==> src/rtl/uart_tx_serializer_if.sv <==
// Producer-side word handshake for uart_tx_serializer: one word moves per
// cycle where tx_valid and tx_ready are both high at a rising edge.
interface uart_tx_serializer_if #(
    parameter int DATA_BITS = 8
);
    logic [DATA_BITS-1:0] tx_data;
    logic                 tx_valid;
    logic                 tx_ready;

    modport master (output tx_data, output tx_valid, input tx_ready);
    modport slave  (input tx_data, input tx_valid, output tx_ready);
endinterface

==> src/rtl/uart_tx_serializer.sv <==
// UART transmitter: start bit, DATA_BITS data bits LSB first, optional parity,
// STOP_BITS stop bits. Define PARITY_EN to insert the parity bit after the data.
module uart_tx_serializer #(
    parameter int CLK_DIV    = 16,
    parameter int DATA_BITS  = 8,
    parameter int STOP_BITS  = 1,
    parameter int PARITY_ODD = 0
) (
    input  logic                       clk,
    input  logic                       rst,
    uart_tx_serializer_if.slave        bus,
    output logic                       txd,
    output logic                       busy,
    output logic                       tx_done
);
    localparam int BAUD_W = (CLK_DIV > 1) ? $clog2(CLK_DIV) : 1;
    localparam int BIT_W  = $clog2(DATA_BITS + 1);

    localparam logic [BAUD_W-1:0] BAUD_LAST = BAUD_W'(CLK_DIV - 1);
    localparam logic [BAUD_W-1:0] BAUD_PRE  = BAUD_W'(CLK_DIV - 2);
    localparam logic [BAUD_W-1:0] BAUD_ONE  = BAUD_W'(1);
    localparam logic [BIT_W-1:0]  DATA_LAST = BIT_W'(DATA_BITS - 1);
    localparam logic [BIT_W-1:0]  STOP_LAST = BIT_W'(STOP_BITS - 1);
    localparam logic [BIT_W-1:0]  BIT_ONE   = BIT_W'(1);

    generate
        if (CLK_DIV < 2) begin : g_bad_clk_div
            $error("uart_tx_serializer: CLK_DIV must be >= 2");
        end
        if (DATA_BITS < 5 || DATA_BITS > 9) begin : g_bad_data_bits
            $error("uart_tx_serializer: DATA_BITS must be 5..9");
        end
        if (STOP_BITS != 1 && STOP_BITS != 2) begin : g_bad_stop_bits
            $error("uart_tx_serializer: STOP_BITS must be 1 or 2");
        end
        if (PARITY_ODD != 0 && PARITY_ODD != 1) begin : g_bad_parity_odd
            $error("uart_tx_serializer: PARITY_ODD must be 0 or 1");
        end
    endgenerate

`ifdef PARITY_EN
    typedef enum logic [2:0] {IDLE, START, DATA, PARITY, STOP} state_t;
    logic                 parity_reg;
`else
    typedef enum logic [1:0] {IDLE, START, DATA, STOP} state_t;
`endif

    state_t               state_reg;
    logic [BAUD_W-1:0]    baud_reg;
    logic [BIT_W-1:0]     bit_reg;
    logic [DATA_BITS-1:0] shift_reg;
    logic                 txd_reg;
    logic                 ready_reg;
    logic                 busy_reg;
    logic                 done_reg;

    // txd is produced one edge ahead: each transition loads the level of the
    // bit that starts in the following cycle, so the pin is a plain flop.
    always_ff @(posedge clk or posedge rst) begin
        if (rst) begin
            state_reg <= IDLE;
            baud_reg  <= '0;
            bit_reg   <= '0;
            shift_reg <= '0;
            txd_reg   <= 1'b1;
            ready_reg <= 1'b1;
            busy_reg  <= 1'b0;
            done_reg  <= 1'b0;
`ifdef PARITY_EN
            parity_reg <= 1'b0;
`endif
        end else begin
            done_reg <= 1'b0;
            if (state_reg != IDLE) begin
                baud_reg <= (baud_reg == BAUD_LAST) ? '0 : baud_reg + BAUD_ONE;
            end
            case (state_reg)
                IDLE: begin
                    if (bus.tx_valid && ready_reg) begin
                        shift_reg <= bus.tx_data;
`ifdef PARITY_EN
                        parity_reg <= (^bus.tx_data) ^ (PARITY_ODD != 0);
`endif
                        baud_reg  <= '0;
                        bit_reg   <= '0;
                        txd_reg   <= 1'b0;
                        ready_reg <= 1'b0;
                        busy_reg  <= 1'b1;
                        state_reg <= START;
                    end
                end
                START: begin
                    if (baud_reg == BAUD_LAST) begin
                        txd_reg   <= shift_reg[0];
                        bit_reg   <= '0;
                        state_reg <= DATA;
                    end
                end
                DATA: begin
                    if (baud_reg == BAUD_LAST) begin
                        if (bit_reg == DATA_LAST) begin
                            bit_reg <= '0;
`ifdef PARITY_EN
                            txd_reg   <= parity_reg;
                            state_reg <= PARITY;
`else
                            txd_reg   <= 1'b1;
                            state_reg <= STOP;
`endif
                        end else begin
                            bit_reg   <= bit_reg + BIT_ONE;
                            txd_reg   <= shift_reg[1];
                            shift_reg <= shift_reg >> 1;
                        end
                    end
                end
`ifdef PARITY_EN
                PARITY: begin
                    if (baud_reg == BAUD_LAST) begin
                        txd_reg   <= 1'b1;
                        bit_reg   <= '0;
                        state_reg <= STOP;
                    end
                end
`endif
                STOP: begin
                    // Flag raised one edge early so the pulse lands on the final stop cycle.
                    if (baud_reg == BAUD_PRE && bit_reg == STOP_LAST) begin
                        done_reg <= 1'b1;
                    end
                    if (baud_reg == BAUD_LAST) begin
                        if (bit_reg == STOP_LAST) begin
                            bit_reg   <= '0;
                            ready_reg <= 1'b1;
                            busy_reg  <= 1'b0;
                            state_reg <= IDLE;
                        end else begin
                            bit_reg <= bit_reg + BIT_ONE;
                        end
                    end
                end
                default: begin
                    state_reg <= IDLE;
                    txd_reg   <= 1'b1;
                    ready_reg <= 1'b1;
                    busy_reg  <= 1'b0;
                end
            endcase
        end
    end

    assign bus.tx_ready = ready_reg;
    assign txd          = txd_reg;
    assign busy         = busy_reg;
    assign tx_done      = done_reg;
endmodule
==> src/flat_wrapper.sv <==
// flat-port wrapper written by rule: the top's interface ports become plain ports
module uart_tx_serializer_flat 
#(
    parameter int CLK_DIV    = 16,
    parameter int DATA_BITS  = 8,
    parameter int STOP_BITS  = 1,
    parameter int PARITY_ODD = 0
)
  (clk, rst, txd, busy, tx_done, bus_tx_data, bus_tx_valid, bus_tx_ready);
  uart_tx_serializer_if #(.DATA_BITS(DATA_BITS)) bus_i ();
  input  logic clk;
  input  logic rst;
  output logic txd;
  output logic busy;
  output logic tx_done;
  input wire logic [$bits(bus_i.tx_data)-1:0] bus_tx_data;
  input wire logic [$bits(bus_i.tx_valid)-1:0] bus_tx_valid;
  output wire logic [$bits(bus_i.tx_ready)-1:0] bus_tx_ready;
  assign bus_i.tx_data = bus_tx_data;
  assign bus_i.tx_valid = bus_tx_valid;
  assign bus_tx_ready = bus_i.tx_ready;
  uart_tx_serializer #(.CLK_DIV(CLK_DIV), .DATA_BITS(DATA_BITS), .STOP_BITS(STOP_BITS), .PARITY_ODD(PARITY_ODD)) u_core (.clk(clk), .rst(rst), .bus(bus_i), .txd(txd), .busy(busy), .tx_done(tx_done));
endmodule
==> config.mk <==
export PLATFORM = sky130hd
export DESIGN_NAME = uart_tx_serializer_flat
export DESIGN_NICKNAME = d
export VERILOG_FILES = /design/src/rtl/uart_tx_serializer_if.sv /design/src/rtl/uart_tx_serializer.sv /design/src/flat_wrapper.sv
export SDC_FILE = /design/constraint.sdc
export NUM_CORES = 1
export LEC_CHECK = 0
export ABC_AREA = 1
export BUFFER_PORTS_ARGS = -buffer_cell sky130_fd_sc_hd__buf_2
export CAP_MARGIN = 20
export CELL_PAD_IN_SITES_DETAIL_PLACEMENT = 0
export CELL_PAD_IN_SITES_GLOBAL_PLACEMENT = 1
export CORE_UTILIZATION = 38
export DETAILED_ROUTE_END_ITERATION = 8
export MAX_ROUTING_LAYER = met4
export PLACE_DENSITY = 0.67
export SETUP_SLACK_MARGIN = 0.5
export SLEW_MARGIN = 20
export SYNTH_ARGS = -nofsm -noshare
export SYNTH_HDL_FRONTEND = slang
export SYNTH_SLANG_ARGS = --single-unit
export TNS_END_PERCENT = 20
==> constraint.sdc <==
create_clock -name clk -period 2.1 [get_ports clk]
set_input_delay 0.105 -clock clk [delete_from_list [all_inputs] [get_ports clk]]
set_output_delay 0.105 -clock clk [all_outputs]
set_load 0.005 [all_outputs]
== Word-level counts from Yosys, hierarchy flattened ==
Cells that the tools add are included.

* Register bits after elaboration: 22
* Input port bits: 11
* Output and inout port bits: 4
* Logic and storage cells: 72

* $add $sub $neg: 2
* Equal/unequal tests: 13
* Muxes and demuxes: 36
* Reductions and logical operators: 13

{| class="wikitable"
|+ Operators by type and width
! cell !! number
|-
| $mux 4 || 10
|-
| $mux 8 || 3
|-
| $pmux 4 s4 || 1
|-
| $pmux 8 s2 || 1
|-
| $reduce_and 4->1 || 4
|-
| $mux 2 || 6
|-
| $ne 2x1->1 const B || 6
|-
| $mux 1 || 11
|-
| $add 4x1->4 const B || 2
|-
| $eq 4x4->1 const B || 2
|-
| $pmux 2 s4 || 1
|-
| $reduce_and 6->1 || 1
|-
| $reduce_bool 2->1 || 3
|-
| $eq 2x2->1 const B || 2
|-
| $eq 4x3->1 const B || 1
|-
| $logic_not 4->1 || 1
|-
| $pmux 1 s2 || 2
|-
| $pmux 1 s3 || 1
|-
| $reduce_bool 3->1 || 1
|-
| $eq 2x1->1 const B || 1
|-
| $logic_and 1x1->1 || 2
|-
| $logic_not 2->1 || 1
|-
| $ne 2x2->1 const B || 1
|}

== Depth between registers and ports, before layout ==
* Word-level depth: 5
* Mapped depth: 10

== Worst setup path after synthesis ==
No wires, ideal clock.

* Kind: reg-to-reg
* Start point: reg u_core.state_reg[0]
* End point: reg u_core.state_reg[0]
* Setup time: 0.117 ns
* Arrival time: 1.306 ns
* Required time: 1.983 ns
* Setup slack: 0.677 ns
* Stages on the path, launching flop included: 11
* Period minus slack after synthesis: 1.423 ns
* Path through: dfrtp_1 -> inv_1 -> ha_1 -> inv_2 -> nand2_1 -> nand2_2 -> inv_2 -> nor2_8 -> nand2_2 -> nand2_1 -> nand2_1

* Cells in the longest elaborated chain, start to end: 3
* Elaborated cells between the ends (all ways): 12
* Classes of those cells: eq/ne (9); mux (1); reduce/logical (2)

{| class="wikitable"
|+ Ends and longest elaborated chain
! element !! line !! text
|-
| start: declaration || uart_tx_serializer.sv:48 || <nowiki>state_t state_reg;</nowiki>
|-
| start signal: assignment || uart_tx_serializer.sv:61 || <nowiki>state_reg <= IDLE;</nowiki>
|-
| start signal: assignment || uart_tx_serializer.sv:89 || <nowiki>state_reg <= START;</nowiki>
|-
| start signal: assignment || uart_tx_serializer.sv:96 || <nowiki>state_reg <= DATA;</nowiki>
|-
| $eq 2x2->1, or another cell as far along || uart_tx_serializer.sv:77 || <nowiki>case (state_reg)</nowiki>
|-
| $ne 2x1->1 (no line) || n/a ||
|-
| $reduce_and 6->1 (no line) || n/a ||
|}

Parallel ways exist; a longest one is shown, timed or not.
A chain may end at the register's enable or synchronous reset.

== Worst setup path in the final report ==
Ends and elaborated chain as after synthesis.

==> report_table.html <==
<table>
<tr><th>Metric</th><th>Value</th></tr>
<tr><th colspan="2">Synthesis</th></tr>
<tr><td>Warnings, synthesis</td><td>0</td></tr>
<tr><td>Combinational family with the most area after synthesis</td><td>simple AND/OR/NAND/NOR gates</td></tr>
<tr><td>Post-synthesis xor/xnor area fraction</td><td>0.01296</td></tr>
<tr><td>Flip-flop and latch count after synthesis</td><td>22</td></tr>
<tr><td>Post-synthesis sequential area ratio</td><td>0.4093</td></tr>
<tr><td>Multiplexer share of the synthesized area</td><td>0</td></tr>
<tr><td>Number of nets produced by synthesis</td><td>196</td></tr>
<tr><td>Cell Area, Synth</td><td>0.001351 mm2</td></tr>
<tr><td>Adder-cell area share of the yosys netlist</td><td>0.07407</td></tr>
<tr><td>Area share of and/or/nand/nor cells after synthesis</td><td>0.4037</td></tr>
<tr><td>Cells after Synth</td><td>177</td></tr>
<tr><td>Post-synthesis compound-gate area fraction</td><td>0.02593</td></tr>
<tr><td>Number of distinct standard cells referenced by the synthesized netlist</td><td>22</td></tr>
<tr><td>Syn Area/Cell</td><td>7.634 um2</td></tr>
<tr><th colspan="2">Place</th></tr>
<tr><td>Number of buffers inserted by port buffering</td><td>14</td></tr>
<tr><td>Routability congestion estimate</td><td>0.7891</td></tr>
<tr><td>Post-DP HPWL</td><td>2.174 mm</td></tr>
<tr><th colspan="2">Worst setup path</th></tr>
<tr><td>WS Path Type</td><td>reg2reg</td></tr>
<tr><td>Biggest fanout along the worst timing path</td><td>10</td></tr>
<tr><td>Setup crit start kind</td><td>flop</td></tr>
<tr><td>WP data required</td><td>2.32 ns</td></tr>
<tr><td>Arrival time at the worst endpoint</td><td>1.70 ns</td></tr>
<tr><td>Crit. End Element</td><td>flop</td></tr>
<tr><th colspan="2">Job</th></tr>
<tr><td>Number of maximum-capacitance constraint violations</td><td>0</td></tr>
<tr><th colspan="2">Layout</th></tr>
<tr><td>Number of inserted filler cells in the final layout</td><td>350</td></tr>
<tr><td>Area overhead of the layout relative to synthesis</td><td>16.67%</td></tr>
<tr><td>Max reg flops</td><td>8</td></tr>
<tr><td>Number of antenna cells inserted</td><td>0</td></tr>
<tr><td>Net count reported at finish</td><td>220</td></tr>
<tr><td>Fraction of layout instances using a drive strength above 1</td><td>0.2312</td></tr>
<tr><th colspan="2">Clocking</th></tr>
<tr><td>Root buffer cell</td><td>sky130_fd_sc_hd__clkbuf_4</td></tr>
<tr><td>TritonCTS Sinks</td><td>22</td></tr>
<tr><td>Clock tree from TritonCTS</td><td>yes</td></tr>
<tr><td>Number of buffers created by CTS</td><td>3</td></tr>
<tr><td>Buffer levels on the longest clock path</td><td>2</td></tr>
<tr><td>Clock Latency Late Sink</td><td>0.31 ns</td></tr>
<tr><td>Clock-pin transition on the worst setup and hold timing paths</td><td>roughly 0.13 ns</td></tr>
<tr><td>Number of H-tree levels</td><td>1</td></tr>
<tr><th colspan="2">STA</th></tr>
<tr><td>RSZ-0062 raised after global routing</td><td>no</td></tr>
<tr><td>Aggregate negative setup slack</td><td>0 ns</td></tr>
<tr><td>Shortest period the worst path allows</td><td>between 1 and 1.5 ns</td></tr>
<tr><td>Final Skew</td><td>0.008132 ns</td></tr>
<tr><td>Hold Worst Slack</td><td>0.04540 ns</td></tr>
<tr><td>Timing-limited maximum frequency</td><td>677.5 MHz</td></tr>
<tr><td>Part of the cycle the worst path needs</td><td>0.7029</td></tr>
<tr><td>Max Slew Vio Count</td><td>0</td></tr>
<tr><td>Final count of hold timing violations</td><td>0</td></tr>
<tr><td>Final setup violation count</td><td>0</td></tr>
<tr><td>Worst max-slew margin expressed relative to the limit</td><td>0.4452</td></tr>
<tr><td>Measured slew at the worst slew-check pin</td><td>approximately 0.83 ns</td></tr>
<tr><th colspan="2">Global route</th></tr>
<tr><td>Via count of the first global-routing pass</td><td>1048</td></tr>
<tr><td>Pin count of the biggest net entering global routing</td><td>23</td></tr>
<tr><td>Congestion Overflow GR</td><td>0</td></tr>
<tr><td>Number of antenna violations at the first check in global routing</td><td>0</td></tr>
<tr><td>First-pass GRT wire length</td><td>4.761 mm</td></tr>
<tr><td>Aggregate global-route resource usage</td><td>0.1796</td></tr>
<tr><th colspan="2">Detailed routing</th></tr>
<tr><td>Via count of the routed design</td><td>approximately 1.2k</td></tr>
<tr><td>Routed WL per cell</td><td>~12 um</td></tr>
<tr><td>Detailed router's first-iteration violation count</td><td>57</td></tr>
<tr><td>Routed via count divided by cell count</td><td>4.845</td></tr>
<tr><td>DRC</td><td>0</td></tr>
<tr><td>Aggregate routed wire length</td><td>2.944 mm</td></tr>
<tr><td>Routed Antenna Nets</td><td>0</td></tr>
<tr><td>Number of optimization iterations in the first detailed-route pass</td><td>4</td></tr>
<tr><th colspan="2">Floorplanning</th></tr>
<tr><td>Initial Utilization</td><td>0.4018</td></tr>
<tr><td>Cell Rows</td><td>21</td></tr>
<tr><td>Die extent in y</td><td>61.63 um</td></tr>
<tr><td>Top Ports</td><td>15</td></tr>
<tr><td>Overall die width</td><td>approximately 62 um</td></tr>
<tr><td>Core ar.</td><td>0.003363 mm2</td></tr>
<tr><td>Die Outline Area</td><td>~0.0038 mm2</td></tr>
<tr><th colspan="2">Hold path</th></tr>
<tr><td>Hold Crit Class</td><td>in2reg</td></tr>
<tr><th colspan="2">Status</th></tr>
<tr><td>Outcome</td><td>finished, final reports clean</td></tr>
<tr><th colspan="2">Pwr</th></tr>
<tr><td>Lkg Pwr</td><td>0.8268 nW</td></tr>
<tr><td>Power per Cell Area</td><td>410.4 mW/mm2</td></tr>
<tr><td>IR Drop Worst-Case VDD</td><td>approximately 0.21 mV</td></tr>
</table>
==> Yosys cell counts <==
library cell	n	area [um2]
sky130_fd_sc_hd__inv_2	6	22.52
sky130_fd_sc_hd__xor2_1	1	8.760
sky130_fd_sc_hd__dfstp_2	2	52.55
sky130_fd_sc_hd__nand2_4	2	22.52
sky130_fd_sc_hd__dfrtp_1	20	500.5
sky130_fd_sc_hd__ha_1	8	100.1
sky130_fd_sc_hd__nand2_1	69	259.0
sky130_fd_sc_hd__nand4_1	13	81.33
sky130_fd_sc_hd__nand3_2	1	10.01
sky130_fd_sc_hd__inv_1	16	60.06
sky130_fd_sc_hd__nand3_4	2	35.03
sky130_fd_sc_hd__o21ai_0	3	15.01
sky130_fd_sc_hd__xnor2_1	1	8.760
sky130_fd_sc_hd__nor2_8	1	20.02
sky130_fd_sc_hd__a21oi_1	1	5.000
sky130_fd_sc_hd__nand3_1	13	65.06
sky130_fd_sc_hd__nor2_1	9	33.78
sky130_fd_sc_hd__o21ai_1	3	15.01
sky130_fd_sc_hd__clkinv_2	1	5.000
sky130_fd_sc_hd__buf_4	1	7.510
sky130_fd_sc_hd__buf_2	1	5.000
sky130_fd_sc_hd__nand2_2	3	18.77
==> layer usage <==
metal	share of wire	GRT usage	up-vias
met4	0.011	0.06667	0
met3	0.025	0.02521	4
met2	0.47	0.2704	18
met5	0	-	-
met1	0.49	0.2439	554
li1	-	-	611
==> kinds of logic after synthesis <==
| kind of cell | after synthesis |
|---|---|
| buffers and inverters | 25 |
| and+or+nand+nor | 113 |
| adders and majority gates | 8 |
| AOI/OAI and AO/OA | 7 |
| xor gates and xnor gates | 2 |
| DFF | 22 |
==> worst max-delay path: stages, from the launching register on <==
cell,delay [ns]
sky130_fd_sc_hd__dfrtp_1,0.43
sky130_fd_sc_hd__inv_2,0.08
sky130_fd_sc_hd__ha_4,0.21
sky130_fd_sc_hd__inv_4,0.11
sky130_fd_sc_hd__nand2_1,0.07
sky130_fd_sc_hd__nand2_2,0.09
sky130_fd_sc_hd__inv_2,0.06
sky130_fd_sc_hd__nor2_8,0.17
sky130_fd_sc_hd__nand2_2,0.07
sky130_fd_sc_hd__nand2_1,0.05
sky130_fd_sc_hd__nand2_1,0.04
==> final timing paths <==
path                                                      start                               to  slack [ns]  cells past startpoint
worst max-delay path            u_core.state_reg[0]$_DFFE_PP0P_  u_core.state_reg[0]$_DFFE_PP0P_        0.62                     10
worst min-delay path                             bus_tx_data[7]  u_core.shift_reg[7]$_DFFE_PP0P_        0.05                      3
max in group asynchronous                                   rst  u_core.state_reg[1]$_DFFE_PP0P_        1.06                      3
worst max register to register  u_core.state_reg[0]$_DFFE_PP0P_  u_core.state_reg[0]$_DFFE_PP0P_        0.62                     10
worst min register to register           u_core.txd$_DFFE_PP1P_           u_core.txd$_DFFE_PP1P_        0.48                      2
min in group asynchronous                                   rst     u_core.baud_reg[1]$_DFF_PP0_        0.48                      3
==> layout make-up <==
class                           count  area (um2)  area share
Sequential cell                    22       554.3      0.3516
Tap cell                           46       57.56     0.03651
Inverter                           23       91.34     0.05794
Multi-Input combinational cell    130       725.7      0.4603
Clock buffer                        3       22.52     0.01429
Timing Repair Buffer               21       125.1     0.07937
==> through the flow <==
stage / power (W) / worst slack [ns] / utilization / cells / instance area, um2
after floorplan: 0.0004433 / 0.6770 / - / 177 / 1351
after global placement: 0.0004559 / 0.3939 / 0.4360 / 235 / 1466
after detailed placement: 0.0004558 / 0.3316 / 0.4360 / 235 / 1466
after CTS: 0.0006568 / 0.5000 / 0.4479 / 239 / 1506
after global routing: 0.0006858 / 0.4973 / 0.4688 / 245 / 1577
final: 0.0006470 / 0.6240 / 0.4688 / 245 / 1577
==> layout by cell type, fill, tap and decap left out, types with 3 or more instances in the layout <==
master	netlist	layout
sky130_fd_sc_hd__o21ai_0	3	3
sky130_fd_sc_hd__nand4_1	13	13
sky130_fd_sc_hd__ha_1	8	5
sky130_fd_sc_hd__buf_4	1	6
sky130_fd_sc_hd__clkbuf_4	0	3
sky130_fd_sc_hd__o21ai_1	3	3
sky130_fd_sc_hd__nand2_2	3	3
sky130_fd_sc_hd__nand3_1	13	13
sky130_fd_sc_hd__dfrtp_1	20	19
sky130_fd_sc_hd__buf_2	1	14
sky130_fd_sc_hd__nor2_1	9	9
sky130_fd_sc_hd__inv_2	6	6
sky130_fd_sc_hd__nand2_1	69	69
sky130_fd_sc_hd__inv_1	16	15
==> power breakdown <==
part	internal, W	switching (W)	total (W)
clock	0.0000671	0.000132	0.000199
sequential	0.000424	0	0.000424
combinational	0.0000103	0.0000141	0.0000244
total	0.000501	0.000146	0.000647
==> timing repair <==
item / CTS / global route
pin swaps: 0 / 1
hold endpoints to repair: 20 / 0
hold buffers: 1 / 0
setup buffers: 0 / 6
endpoints found under the setup margin: 15 / 15
gates resized for setup: 3 / 6
(Power assumes the default switching activity.)
